[src/rtl/st_outstanding_ctrl.sv]
// st_outstanding_ctrl
//
// Issue controller for stores headed to the write-through data cache.
// It counts stores that have been handed to the cache write buffer and not
// yet acknowledged, and stops granting new stores once the configured limit
// is reached. It also sequences fence/drain requests: new stores are
// blocked, the controller waits for every outstanding store to complete,
// and then it acknowledges the fence with a single-cycle pulse.
//
// Optional feature macro: ST_OUTSTANDING_STALL_CNT_EN
//   defined   - stall_cnt_o counts cycles in which a store request was
//               refused. The counter saturates at all-ones.
//   undefined - no counter logic is built and stall_cnt_o is tied to 0.
//
// Parameters:
//   MaxOutstanding  maximum number of unacknowledged stores (1..255)
//   CntWidth        width of the outstanding counter
//   StallCntWidth   width of the stall performance counter
//
// Ports:
//   clk_i            clock
//   rst_i            synchronous, active-high reset
//   st_req_i         store unit requests to issue one store
//   st_gnt_o         issue granted; a store issues when st_req_i & st_gnt_o
//   st_ack_i         cache reports completion of one outstanding store
//   fence_req_i      fence/drain request level
//   flush_i          aborts a pending fence
//   fence_ack_o      one-cycle pulse: all stores before the fence completed
//   busy_o           outstanding count is non-zero
//   outstanding_o    registered outstanding count
//   err_underflow_o  sticky: an ack arrived while the count was zero
//   stall_cnt_o      cycles in which a store request was refused
module st_outstanding_ctrl #(
  parameter int unsigned MaxOutstanding = 7,
  parameter int unsigned CntWidth       = $clog2(MaxOutstanding + 1),
  parameter int unsigned StallCntWidth  = 32
) (
  input  logic                     clk_i,
  input  logic                     rst_i,
  input  logic                     st_req_i,
  output logic                     st_gnt_o,
  input  logic                     st_ack_i,
  input  logic                     fence_req_i,
  input  logic                     flush_i,
  output logic                     fence_ack_o,
  output logic                     busy_o,
  output logic [CntWidth-1:0]      outstanding_o,
  output logic                     err_underflow_o,
  output logic [StallCntWidth-1:0] stall_cnt_o
);

  typedef enum logic [1:0] {
    IDLE  = 2'd0,
    DRAIN = 2'd1,
    ACK   = 2'd2
  } state_e;

  localparam logic [CntWidth-1:0] MaxCnt = CntWidth'(MaxOutstanding);

  state_e              state;
  state_e              state_next;
  logic [CntWidth-1:0] cnt;
  logic [CntWidth-1:0] cnt_next;
  logic                cnt_zero;
  logic                issue;
  logic                ack_valid;
  logic                err_q;

  assign cnt_zero = (cnt == '0);

  // The grant is built only from registered state and fence_req_i, so an
  // ack arriving at full count cannot reopen the grant in that same cycle.
  assign st_gnt_o  = ~rst_i & (state == IDLE) & ~fence_req_i & (cnt < MaxCnt);
  assign issue     = st_req_i & st_gnt_o;
  // An ack at zero count is dropped and only flags the underflow error.
  assign ack_valid = st_ack_i & ~cnt_zero;

  always_comb begin
    cnt_next = cnt;
    if (issue && !ack_valid) begin
      cnt_next = cnt + CntWidth'(1);
    end else if (!issue && ack_valid) begin
      cnt_next = cnt - CntWidth'(1);
    end
  end

  always_comb begin
    state_next = state;
    case (state)
      IDLE: begin
        if (fence_req_i) begin
          state_next = cnt_zero ? ACK : DRAIN;
        end
      end
      DRAIN: begin
        // A flush takes priority over a drain that completes in the same cycle.
        if (flush_i) begin
          state_next = IDLE;
        end else if (cnt_zero) begin
          state_next = ACK;
        end
      end
      ACK: begin
        state_next = IDLE;
      end
      default: begin
        state_next = IDLE;
      end
    endcase
  end

  always_ff @(posedge clk_i) begin
    if (rst_i) begin
      state <= IDLE;
      cnt   <= '0;
      err_q <= 1'b0;
    end else begin
      state <= state_next;
      cnt   <= cnt_next;
      if (st_ack_i && cnt_zero) begin
        err_q <= 1'b1;
      end
    end
  end

  // Masking with reset ensures a reset asserted while in ACK does not
  // produce a fence acknowledge.
  assign fence_ack_o     = ~rst_i & (state == ACK);
  assign busy_o          = ~cnt_zero;
  assign outstanding_o   = cnt;
  assign err_underflow_o = err_q;

`ifdef ST_OUTSTANDING_STALL_CNT_EN
  logic [StallCntWidth-1:0] stall_cnt;

  always_ff @(posedge clk_i) begin
    if (rst_i) begin
      stall_cnt <= '0;
    end else if (st_req_i && !st_gnt_o && !(&stall_cnt)) begin
      stall_cnt <= stall_cnt + StallCntWidth'(1);
    end
  end

  assign stall_cnt_o = stall_cnt;
`else
  assign stall_cnt_o = '0;
`endif

endmodule

[config.mk]
export PLATFORM = sky130hd
export DESIGN_NAME = st_outstanding_ctrl
export DESIGN_NICKNAME = d
export VERILOG_FILES = /design/src/rtl/st_outstanding_ctrl.sv
export SDC_FILE = /design/constraint.sdc
export NUM_CORES = 1
export LEC_CHECK = 0
export ABC_CLOCK_PERIOD_IN_PS = 3200
export CAP_MARGIN = 20
export CELL_PAD_IN_SITES_DETAIL_PLACEMENT = 1
export CELL_PAD_IN_SITES_GLOBAL_PLACEMENT = 1
export CORE_MARGIN = 8
export CORE_UTILIZATION = 22
export CTS_CLUSTER_SIZE = 12
export DETAILED_ROUTE_END_ITERATION = 7
export PLACE_DENSITY_LB_ADDON = 0.1
export SETUP_SLACK_MARGIN = 0.3
export SLEW_MARGIN = 40
export SYNTH_ARGS = -nofsm -noshare
export SYNTH_HDL_FRONTEND = slang
export SYNTH_SLANG_ARGS = --single-unit
[constraint.sdc]
create_clock -name clk_i -period 3.2 [get_ports clk_i]
set_clock_uncertainty 0.1 [all_clocks]
set_input_delay 0.32 -clock clk_i [delete_from_list [all_inputs] [get_ports clk_i]]
set_output_delay 0.32 -clock clk_i [all_outputs]
set_load 0.05 [all_outputs]
==> impl_metrics.yaml <==
cts:
  cts_sinks: 6
  cts_tree: "done"
  htree_levels: 1
  cts_hold_buf: 0
  cts_made_buffers: 3
  clkSlewWorstSetupHoldPaths_ns: 0.05
  clk_path_buf_depth: 2
  ctsResizeCount: 0
  post_cts_buffers: 0
  clock_latency_ns: 0.24
  cts_root_buf: "clkbuf_4"
worst_setup_path:
  worst-setup-path-type: "in -> reg"
  cp_cell_sequence: "clkdlybuf4s50_1 -> nor2_1 -> nand2_1 -> a311oi_1 -> ha_1 -> inv_1 -> fa_1 -> xor2_1 -> or3_1 -> a21oi_1"
  start_kind: "input pin"
  worst-path-buf-inv: 2
  worstPathRequired_ns: 3.28
  cp_slowest_stage_delay_ns: 0.52
  worstPathArrival_ns: 2.65
  critPathTopFamily: "adder cells"
  cp_max_fo: 6
  worst_setup_path_end_kind: "register"
  crit_path_top_delay_cell: "clkdlybuf4s50_1"
cells_and_area:
  fill_cells: 305
  multi_input_comb_area_um2: 274.0
  fin_nets: 90
  antenna_cells: 0
  seq_area_um2: 120.1
  drive_gt1_share_pct: 3.750
  area_growth_pct: 10.17
global_route:
  antenna_found_initial: 0
  grt_start_max_net_pins: 7
  grt_pass1_wl_um: 1607
  grt_remaining_overflow: 0
  first_global_vias: 398
  track_usage_pct: 4.759
drt:
  vias: 343
  drt-total-wl_um: 1115
  drtPass1Iterations: 2
  vias_per_cell: 3.176
  drc: 0
  antenna_left: 0
  initialDrtViolationCount: 1
  wl_per_cell_um: 10.32
synthesis:
  syn_area_um2: 529.3
  ys_warn_count: 0
  synthTopCellsByArea: "buf_4 (45%), dfxtp_1 (23%), nor2_1 (5.0%)"
  synth.distinct_cells: 18
  seq_area_frac_synth_pct: 22.70
  synth_top_area_cell: "buf_4"
  synth_seq_cells: 6
  syn_area_per_cell_um2: 8.019
  netlist.area_leader.share_pct: 45.39
  syn-instance-count: 66
status:
  outcome: "complete, no violations"
sta:
  period_share_pct: 80.42
  report.final.hold_viol_count: 0
  max_freq_mhz: 388.6
  fin_setup_tns_ns: 0
  tightest_slew_ns: 0.5045
  maxSlewViolCount: 0
  rsz0062_at_grt: "no"
  relSlewSlack_pct: 66.26
  setup_slack_ns: 0.6265
  period_minus_slack_ns: 2.574
  setup_viol: 0
power:
  vdd_drop_max_v: 0.0002641
  pwr_density_cell_nw_per_um2: 1022
  power_leakage_uw: 0.0002897
place:
  place_ws_ns: 0.3394
  hpwl_um: 992.5
  gp_congestion: 0.5837
  portBuffers: 12
floorplanning:
  die_area_um2: 4232
  start_util_pct: 23.47
  row_count: 17
  pin_count: 45
  fp.dieH_um: 65.05
  core-area_um2: 2255
  dieWidth_um: 65.05
hold_path:
  hp-class: "reg -> reg"
job:
  cap_violations: 0
==> cells in the final DEF (no fill, tap or decap) <==
cell type and count:
ha_1 1, nor3b_1 1, dfxtp_1 6, o21ai_0 1
xor2_1 2, conb_1 32, or3_1 1, clkbuf_4 3
inv_1 3, nand3b_1 1, mux2i_1 1, a21oi_1 2
nand2_1 3, fa_1 1, a31oi_1 1, nor2_1 7
clkdlybuf4s50_1 12, a311oi_1 1, nor3_1 1
==> power by group <==
group	switching, uW	internal (uW)
combinational	279	111
sequential	32.5	101
clock	29.6	42.6
total	342	255
==> final cells by class <==
cell class / instances / area share, %
inverter: 3 / 1.931
timing repair buffer: 12 / 20.60
sequential: 6 / 20.60
clock buffer: 3 / 3.863
tap: 28 / 6.009
multi-input combinational: 56 / 47.00
==> worst register-to-register path, delay by kind of cell (launching register included) <==
kind	cells	cell delay, ns
buf+inv	2	0.18
fa+ha+maj	2	0.55
xor+xnor	1	0.16
compound gates	1	0.14
flops	1	0.36
simple gates	3	0.70
==> stage by stage <==
step	util [%]	cell area [um2]	total power [uW]	instances	hold slack, ns
floorplan	-	645.6	456.8	97	0.2891
global placement	24.86	560.5	527.1	105	0.3589
detailed placement	24.86	560.5	528.4	105	0.3749
CTS	25.86	583.1	603.7	108	0.3870
global route	25.86	583.1	634.6	108	0.4099
finish	25.86	583.1	596.0	108	0.3891
==> metal layers <==
metal	GRT usage (%)	share of wire, %
met5	0	0
met3	2.062	15
met2	8.571	49
met4	3.270	0
met1	4.199	36
==> Yosys cell counts <==
| library cell | number |
|---|---|
| a311oi_1 | 1 |
| nand2_1 | 3 |
| ha_1 | 1 |
| mux2i_1 | 1 |
| inv_1 | 3 |
| conb_1 | 1 |
| or3_1 | 1 |
| a21oi_1 | 2 |
| nor2_1 | 7 |
| xor2_1 | 2 |
| nor3b_1 | 1 |
| a31oi_1 | 1 |
| buf_4 | 32 |
| dfxtp_1 | 6 |
| fa_1 | 1 |
| nor3_1 | 1 |
| nand3b_1 | 1 |
| o21ai_0 | 1 |
==> sequential cells by signal, indices dropped and copies added (netlist names) <==
| register | flops |
|---|---|
| err_underflow_o | 1 |
| outstanding_o | 3 |
| state | 2 |
==> worst paths after layout <==
path,start,cells after the start,end,slack [ns]
worst max-delay path,rst_i,10,outstanding_o[2],0.63
worst min-delay path,err_underflow_o,2,err_underflow_o,0.39
worst max register to register,outstanding_o[1],9,outstanding_o[2],0.93
worst min register to register,err_underflow_o,2,err_underflow_o,0.39
==> kinds of logic (layout without fill, tap and decap cells) <==
group | after synthesis | after routing | synth area share, %
AND/OR/NAND/NOR | 14 | 14 | 12.06
adder cells (fa/ha/maj) | 2 | 2 | 6.146
AO/OA/AOI/OAI | 5 | 5 | 5.674
flip-flops | 6 | 6 | 22.70
other | 1 | 32 | 0.7085
buffers and inverters | 35 | 18 | 47.52
multiplexers | 1 | 1 | 1.891
XOR/XNOR | 2 | 2 | 3.310
No activity file was read; power rests on OpenSTA's default activity.
